File: config.mk
export PLATFORM = sky130hd
export DESIGN_NAME = dot11_rx_ctrl
export DESIGN_NICKNAME = d
export VERILOG_FILES = /design/src/rtl/dot11_rx_ctrl_pkg.sv /design/src/rtl/dot11_sig_check.sv /design/src/rtl/dot11_rx_ctrl.sv
export SDC_FILE = /design/constraint.sdc
export NUM_CORES = 1
export LEC_CHECK = 0
export ABC_AREA = 1
export BUFFER_PORTS_ARGS = -buffer_cell sky130_fd_sc_hd__clkbuf_2
export CORE_MARGIN = 4
export CORE_UTILIZATION = 50
export CTS_CLUSTER_SIZE = 14
export DETAILED_ROUTE_END_ITERATION = 8
export PLACE_DENSITY = 0.74
export SETUP_SLACK_MARGIN = 0.5
export SYNTH_ARGS = -nofsm -noshare
export SYNTH_HDL_FRONTEND = slang
export SYNTH_SLANG_ARGS = --single-unit
File: constraint.sdc
create_clock -name clock -period 4.1 [get_ports clock]
set_input_delay 0.82 -clock clock [delete_from_list [all_inputs] [get_ports clock]]
set_output_delay 0.82 -clock clock [all_outputs]
set_load 0.02 [all_outputs]
File: src/rtl/dot11_rx_ctrl_pkg.sv
// Shared encodings for the dot11 receive packet sequencer.
// Pure declarations: no latency.
// No flow control; constants only.
package dot11_rx_ctrl_pkg;

  typedef enum logic [3:0] {
    S_CONFIG     = 4'd0,
    S_WAIT_POWER = 4'd1,
    S_WAIT_LONG  = 4'd2,
    S_WAIT_SIG   = 4'd3,
    S_CHECK      = 4'd4,
    S_RX_DATA    = 4'd5,
    S_FLUSH      = 4'd6
  } rx_state_t;

  localparam logic [2:0] ERR_NONE    = 3'd0;
  localparam logic [2:0] ERR_LONG_TO = 3'd1;
  localparam logic [2:0] ERR_SIG_TO  = 3'd2;
  localparam logic [2:0] ERR_PARITY  = 3'd3;
  localparam logic [2:0] ERR_RATE    = 3'd4;
  localparam logic [2:0] ERR_RSVD    = 3'd5;
  localparam logic [2:0] ERR_LEN     = 3'd6;
  localparam logic [2:0] ERR_DATA_TO = 3'd7;

  // Setting-bus address of the receiver skip-sample register
  localparam logic [7:0] SR_SKIP_SAMPLE = 8'd1;

endpackage

File: src/rtl/dot11_sig_check.sv
// Validates the legacy SIGNAL field and reports the first failing check.
// Combinational, zero latency.
// No flow control; result is valid whenever its inputs are.
module dot11_sig_check
  import dot11_rx_ctrl_pkg::*;
(
  input  logic [3:0]  rate,
  input  logic        rsvd,
  input  logic [11:0] len,
  input  logic        parity,
  input  logic [5:0]  tail,
  output logic        ok,
  output logic [2:0]  err_code
);

  // Priority-ordered checks: parity, rate, reserved/tail, length
  always_comb begin
    ok       = 1'b0;
    err_code = ERR_NONE;
    if (^{rate, rsvd, len, parity}) begin
      err_code = ERR_PARITY;
    end else if (!rate[3]) begin
      err_code = ERR_RATE;
    end else if (rsvd || (|tail)) begin
      err_code = ERR_RSVD;
    end else if (len == 12'd0) begin
      err_code = ERR_LEN;
    end else begin
      ok = 1'b1;
    end
  end

endmodule

File: src/rtl/dot11_rx_ctrl.sv
// Packet sequencer: configures the receiver, tracks preamble/SIGNAL/DATA, flushes on end or error.
// Status pulses are combinational in the cycle of the causing event; the state register moves on the next edge.
// No backpressure; inputs outside the expected stage are ignored. Optional counters: DOT11_RX_STATS_EN.
module dot11_rx_ctrl
  import dot11_rx_ctrl_pkg::*;
#(
  parameter int TO_LONG      = 320,
  parameter int TO_SIG       = 240,
  parameter int TO_DATA      = 65535,
  parameter int FLUSH_CYCLES = 8
) (
  input  logic        clock,
  input  logic        reset,
  input  logic [31:0] cfg_skip_sample,
  input  logic        cfg_update,
  input  logic        sample_in_strobe,
  input  logic        power_trigger,
  input  logic        short_preamble_detected,
  input  logic        long_preamble_detected,
  input  logic        legacy_sig_stb,
  input  logic [3:0]  legacy_rate,
  input  logic        legacy_sig_rsvd,
  input  logic [11:0] legacy_len,
  input  logic        legacy_sig_parity,
  input  logic [5:0]  legacy_sig_tail,
  input  logic        byte_out_strobe,
  output logic        set_stb,
  output logic [7:0]  set_addr,
  output logic [31:0] set_data,
  output logic        rx_enable,
  output logic        rx_soft_reset,
  output logic        pkt_start,
  output logic        pkt_done,
  output logic        pkt_err,
  output logic [2:0]  err_code,
  output logic [11:0] byte_count,
  output logic [3:0]  state
`ifdef DOT11_RX_STATS_EN
  ,
  output logic [15:0] stat_ok,
  output logic [15:0] stat_err,
  output logic [15:0] stat_false
`endif
);

  rx_state_t   state_q, state_nxt;
  logic        rst_hold_q;
  logic [15:0] timer_q;
  logic        cfg_pend_q;
  logic [7:0]  set_addr_q;
  logic [31:0] set_data_q;
  logic [3:0]  rate_q;
  logic        rsvd_q, parity_q;
  logic [11:0] len_q, byte_count_q;
  logic [5:0]  tail_q;
  logic [2:0]  err_q, err_cause, sig_err;
  logic        sig_ok, false_alarm;

  dot11_sig_check u_sig_check (
    .rate     (rate_q),
    .rsvd     (rsvd_q),
    .len      (len_q),
    .parity   (parity_q),
    .tail     (tail_q),
    .ok       (sig_ok),
    .err_code (sig_err)
  );

  // Next-state and per-state outputs; real events beat timeouts, any error forces a flush
  always_comb begin
    state_nxt     = state_q;
    set_stb       = 1'b0;
    rx_enable     = 1'b0;
    rx_soft_reset = 1'b0;
    pkt_start     = 1'b0;
    pkt_done      = 1'b0;
    pkt_err       = 1'b0;
    err_cause     = ERR_NONE;
    false_alarm   = 1'b0;
    case (state_q)
      S_CONFIG: begin
        // First cycle out of reset keeps the receiver in reset before the write
        if (rst_hold_q) begin
          rx_soft_reset = 1'b1;
        end else begin
          set_stb   = 1'b1;
          state_nxt = S_WAIT_POWER;
        end
      end
      S_WAIT_POWER: begin
        rx_enable = 1'b1;
        if (cfg_pend_q)                                     state_nxt = S_CONFIG;
        else if (short_preamble_detected && power_trigger) state_nxt = S_WAIT_LONG;
      end
      S_WAIT_LONG: begin
        rx_enable = 1'b1;
        if (long_preamble_detected) begin
          state_nxt = S_WAIT_SIG;
        end else if (!power_trigger) begin
          false_alarm = 1'b1;
          state_nxt   = S_FLUSH;
        end else if (timer_q == 16'(TO_LONG)) begin
          pkt_err   = 1'b1;
          err_cause = ERR_LONG_TO;
        end
      end
      S_WAIT_SIG: begin
        rx_enable = 1'b1;
        if (legacy_sig_stb) begin
          state_nxt = S_CHECK;
        end else if (timer_q == 16'(TO_SIG)) begin
          pkt_err   = 1'b1;
          err_cause = ERR_SIG_TO;
        end
      end
      S_CHECK: begin
        rx_enable = 1'b1;
        if (sig_ok) begin
          pkt_start = 1'b1;
          state_nxt = S_RX_DATA;
        end else begin
          pkt_err   = 1'b1;
          err_cause = sig_err;
        end
      end
      S_RX_DATA: begin
        rx_enable = 1'b1;
        if (byte_out_strobe) begin
          if (byte_count_q + 12'd1 == len_q) begin
            pkt_done  = 1'b1;
            state_nxt = S_FLUSH;
          end
        end else if (timer_q == 16'(TO_DATA)) begin
          pkt_err   = 1'b1;
          err_cause = ERR_DATA_TO;
        end
      end
      S_FLUSH: begin
        rx_soft_reset = 1'b1;
        if (timer_q == 16'(FLUSH_CYCLES - 1)) state_nxt = S_WAIT_POWER;
      end
      default: state_nxt = S_CONFIG;
    endcase
    if (pkt_err) state_nxt = S_FLUSH;
  end

  assign set_addr   = set_stb ? SR_SKIP_SAMPLE : set_addr_q;
  assign set_data   = set_stb ? cfg_skip_sample : set_data_q;
  assign err_code   = pkt_err ? err_cause : (pkt_start ? ERR_NONE : err_q);
  assign byte_count = byte_count_q;
  assign state      = state_q;

  // State, stage timer, sticky config request, captured SIGNAL fields and packet status
  always_ff @(posedge clock) begin
    if (reset) begin
      state_q      <= S_CONFIG;
      rst_hold_q   <= 1'b1;
      timer_q      <= '0;
      cfg_pend_q   <= 1'b0;
      set_addr_q   <= '0;
      set_data_q   <= '0;
      rate_q       <= '0;
      rsvd_q       <= 1'b0;
      parity_q     <= 1'b0;
      len_q        <= '0;
      tail_q       <= '0;
      byte_count_q <= '0;
      err_q        <= ERR_NONE;
    end else begin
      state_q    <= state_nxt;
      rst_hold_q <= 1'b0;
      // Flush length is counted in clocks; other stages count sample strobes
      if (state_nxt != state_q)                            timer_q <= '0;
      else if (state_q == S_FLUSH)                         timer_q <= timer_q + 16'd1;
      else if (state_q == S_RX_DATA && byte_out_strobe)    timer_q <= '0;
      else if (sample_in_strobe)                           timer_q <= timer_q + 16'd1;
      if (state_nxt == S_CONFIG && state_q != S_CONFIG)    cfg_pend_q <= 1'b0;
      else if (cfg_update)                                 cfg_pend_q <= 1'b1;
      if (set_stb) begin
        set_addr_q <= SR_SKIP_SAMPLE;
        set_data_q <= cfg_skip_sample;
      end
      if (state_q == S_WAIT_SIG && legacy_sig_stb) begin
        rate_q       <= legacy_rate;
        rsvd_q       <= legacy_sig_rsvd;
        parity_q     <= legacy_sig_parity;
        len_q        <= legacy_len;
        tail_q       <= legacy_sig_tail;
        byte_count_q <= '0;
      end else if (state_q == S_RX_DATA && byte_out_strobe) begin
        byte_count_q <= byte_count_q + 12'd1;
      end
      if (pkt_err)        err_q <= err_cause;
      else if (pkt_start) err_q <= ERR_NONE;
    end
  end

`ifdef DOT11_RX_STATS_EN
  // Saturating packet outcome counters, cleared only by reset
  always_ff @(posedge clock) begin
    if (reset) begin
      stat_ok    <= '0;
      stat_err   <= '0;
      stat_false <= '0;
    end else begin
      if (pkt_done && stat_ok != 16'hFFFF)       stat_ok    <= stat_ok + 16'd1;
      if (pkt_err && stat_err != 16'hFFFF)       stat_err   <= stat_err + 16'd1;
      if (false_alarm && stat_false != 16'hFFFF) stat_false <= stat_false + 16'd1;
    end
  end
`endif

endmodule

==> metrics.log <==
[metrics] run status: finished, final reports clean
[metrics] instance count on the critical path: 15
[metrics] TritonCTS Sinks: ~100
[metrics] Final Hold Violating Endpoints: 0
[metrics] Post-Synthesis Cells: 877
[metrics] Crit path largest cell delay: between 0.3 and 0.4 ns
[metrics] Post-Syn Area: 0.00577 mm^2
[metrics] growth of design area from synthesis to finish: 17.4%
[metrics] Port-buffer cells: 129
[metrics] count of maximum capacitance violations: 0
[metrics] CTS tree: yes
[metrics] number of gates given a new drive strength after cts: 0
[metrics] Worst setup EP type: output pin
[metrics] highest-delay cell along the critical path: dfxtp_1
[metrics] drt via density: 4.98
[metrics] synthesized net count: 945
[metrics] Skew-Pair Late Insertion Delay: roughly 0.35 ns
[metrics] number of hold-repair buffers added at the cts stage: 0
[metrics] global-route total usage across every layer: a little over a fifth
[metrics] GP Congestion: 0.921
[metrics] Worst slew margin: 60.2%
[metrics] via count of the first global-routing pass: ~5200
[metrics] Crit Path Class: reg -> out
[metrics] Hold WC Path Type: reg -> reg
[metrics] cell type with the highest occurrence count on the critical path: nor2_1
[metrics] Peak VDD IR: 416 uV
[metrics] Critical Path Start: timer_q[1]
[metrics] endpoint of the worst-slack reg-to-reg timing path: timer_q[3]
[metrics] Avg Cell Area, Syn: 6.57 um^2
[metrics] required time at the endpoint of the critical path: about 3.3 ns
[metrics] diodes inserted: 0
[metrics] Core Region: around 0.011 mm^2
[metrics] total setup buffers inserted after CTS: 0
[metrics] power spent charging and discharging nets: approximately 590 uW
[metrics] net count reported at finish: about 1100
[metrics] area share of and/or/nand/nor cells after synthesis: between 30% and 40%
[metrics] logic depth of the worst register-to-register path: 17
[metrics] switching share of total power: ~28%
[metrics] Design Area, Final: ~0.0068 mm^2
[metrics] largest family of logic cells by synthesized area: simple AND/OR/NAND/NOR gates
[metrics] portion of netlist area occupied by mux cells: 0%
[metrics] number of H-tree levels: 3
[metrics] complex-gate fraction of the synthesized area: between 10% and 20%
[metrics] portion of the clock cycle consumed by the worst path in the final layout: between 80% and 90%
[metrics] Die X-Extent: between 100 and 150 um
[metrics] reg-to-reg slack, setup: between 1 and 1.5 ns
[metrics] CP arrival: 2.46 ns
[metrics] register bit total from synthesis: 101
[metrics] initial antenna violation count: 0
[metrics] sequential cell fraction of total power: a little under half
[metrics] Synth Area in XOR/XNOR: less than 1%
[metrics] sequential element share of the synthesized area: approximately a third
[metrics] # DRC: 0
[metrics] via count: ~5700
[metrics] Clk pwr share: a little under 40%
[metrics] largest net degree at the start of global routing: between 90 and 100
[metrics] final critical path time including I/O delays and setup: between 3 and 4 ns
[metrics] count of boundary I/O pins: 130
[metrics] Int Power: around 1500 uW
[metrics] share of final-layout standard cells stronger than drive strength 1: a little under a quarter
[metrics] sequence of cells on the critical path: ha_1 > nand2_1 > inv_1 > nand4_1 > nor2_1 > nand2_1 > nor2_1 > inv_1 > o21ai_1 > nor2_1 > nand2_1 > nor2_1 > nor2_1 > inv_1 > clkbuf_2
[metrics] adder-cell area share of the yosys netlist: less than 1%
[metrics] drt total wl: between 10 and 15 mm
[metrics] Final Max Slew Viols: 0
[metrics] Worst Path Max Fanout: 3
[metrics] count of synthesis-stage warnings from yosys: 0
[metrics] Pwr per Cell Area: ~310 mW/mm^2
[metrics] worst setup path endpoint: err_code[1]
[metrics] maximum operating frequency: 305 MHz
[metrics] count of different cell masters after synthesis: 40
[metrics] startpoint type of the worst setup path: register
[metrics] unrepaired setup endpoints after global routing: no
[metrics] die area: ~0.013 mm^2
[metrics] global-route wire length before repair: roughly 23 mm
[metrics] final setup TNS: 0 ns
[metrics] die span in y: 115 um
[metrics] final setup fails: 0
[metrics] startpoint of the worst-slack reg-to-reg timing path: byte_count[0]
[metrics] Static Leak: 0.00334 uW
[metrics] clock root cell: clkbuf_16
[metrics] buffer depth of the longest clock path: 2
[metrics] number of violations reported at the end of detailed-routing iteration 0: between 400 and 500
[metrics] number of cell rows: 38
[metrics] half-perimeter wire length of the detailed placement result: approximately 10 mm
[metrics] first-pass iteration count of the detailed router: 6
[metrics] routed len/inst: roughly 12 um
[metrics] count of nets left with antenna violations after detail routing: 0
[metrics] Fin Clk Skew: about 0.011 ns
[metrics] share of power burned in combinational logic: a little over an eighth
[metrics] Bufs and invs on worst path: 4
[metrics] number of buffers created by CTS: 9
[metrics] dominant delay contributor by cell family on the critical path: simple AND/OR/NAND/NOR gates
[metrics] Placed Instance Area: 0.00648 mm^2
[metrics] clock edge transition at the registers on the reported setup and hold paths: around 0.070 ns
[metrics] grt total ovfl: 0
[metrics] Worst Max-Slew Pin Slew: 0.596 ns
[metrics] Starting Density: a little over half
-- power groups by stage --
stage          clock (uW)  sequential [uW]  combinational, uW
2_1_floorplan           0             1040                198
3_3_place_gp            0             1040                289
3_5_place_dp            0             1040                290
4_1_cts               851             1010                292
5_1_grt               887             1020                325
6_report              828             1020                288
-- through the flow --
stage	hold WS [ns]	instances	power [uW]	utilization, %	worst slack (ns)
detailed placement	0.437	1120	1330	58.5	1.22
CTS	0.449	1136	2160	61.1	0.833
global placement	0.437	1120	1330	58.5	1.23
global route	0.473	1136	2230	61.1	0.543
finish	0.447	1136	2130	61.1	0.817
floorplan	0.426	877	1230	-	1.24
-- synth_stat cells, drive strengths merged --
| cell type | instances | area share, % |
|---|---|---|
| nand4 | 17 | 1.8 |
| a31oi | 3 | 0.33 |
| or2 | 35 | 3.8 |
| nor2 | 82 | 7.4 |
| nand3 | 65 | 6.3 |
| nand2 | 181 | 12 |
| buf | 9 | 1.1 |
| a21oi | 82 | 7.2 |
| clkbuf | 21 | 1.5 |
| nor4 | 4 | 0.43 |
| o211ai | 2 | 0.26 |
| conb | 1 | 0.065 |
| nand3b | 1 | 0.13 |
| o21ai | 46 | 4.1 |
| dfxtp | 101 | 35 |
| o21a | 1 | 0.13 |
| xnor2 | 3 | 0.46 |
| o22ai | 1 | 0.11 |
| a211oi | 32 | 4.2 |
| o31ai | 1 | 0.13 |
| nor3 | 16 | 1.5 |
| inv | 170 | 11 |
| ha | 3 | 0.65 |
-- logic make-up (layout without fill, tap and decap cells) --
group	Yosys count	after routing
xor gates and xnor gates	3	3
buffers and inverters	200	319
and+or+nand+nor	401	401
DFF	101	101
adders and majority gates	3	3
other	1	1
AOI/OAI and AO/OA	168	168
-- cell type report --
type,count,area (um^2)
Clock buffer,10,229
Clock inverter,6,56.3
Fill cell,1106,4310
Inverter,170,638
Multi-Input combinational cell,576,2960
Sequential cell,101,2020
Tap cell,140,175
Timing Repair Buffer,133,688
-- cells in the final DEF (no fill, tap or decap), drive strengths merged --
master,n
ha,3
inv,173
o211ai,2
nand3b,1
a31oi,3
nor3,16
conb,1
a21oi,82
nand3,65
a211oi,32
o21ai,46
nand2,181
dfxtp,101
o31ai,1
clkinvlp,3
nand4,17
or2,35
nor4,4
o21a,1
clkbuf,139
nor2,82
xnor2,3
buf,4
o22ai,1
-- layer usage --
metal / vias up / GRT usage, % / share of wire (%)
met5: - / 0 / 0
met4: 0 / 6.10 / 1.2
met3: 21 / 6.32 / 7.2
met2: 177 / 34.0 / 45
met1: 2431 / 27.5 / 46
li1: 3028 / - / -
-- how the worst min path moves through the flow --
| stage | start | cells past startpoint | to | slack, ns |
|---|---|---|---|---|
| final | set_addr_q[5] | 2 | set_addr_q[5] | 0.45 |
| after CTS | set_addr_q[5] | 2 | set_addr_q[5] | 0.45 |
| after global placement | set_addr_q[7] | 2 | set_addr_q[7] | 0.44 |
| after detailed placement | set_addr_q[5] | 2 | set_addr_q[5] | 0.44 |
| after floorplan | set_addr_q[1] | 2 | set_addr_q[1] | 0.43 |
| after global routing | set_addr_q[4] | 2 | set_addr_q[4] | 0.47 |
-- flip-flops by register name (all words and copies together) (netlist names) --
signal      cells
err_q           3
timer_q        16
state           4
set_addr_q      8
len_q          12
byte_count     12
rst_hold_q      1
rate_q          4
tail_q          6
rsvd_q          1
cfg_pend_q      1
set_data_q     32
parity_q        1
-- worst reg2reg max path, cell delays in order, from the launching register on --
cell	delay, ns
dfxtp_1	0.49
ha_1	0.27
nand2_2	0.12
nor2_4	0.14
nand2_2	0.08
nand2_1	0.08
nand3_1	0.07
nand2_1	0.06
nand3_1	0.07
nor2_1	0.12
nand3_2	0.14
nand2_1	0.12
nand3_2	0.10
nand2_2	0.12
nand2_1	0.07
nand2_2	0.08
nand3_4	0.31
nor2_1	0.21
(Power assumes the default switching activity.)
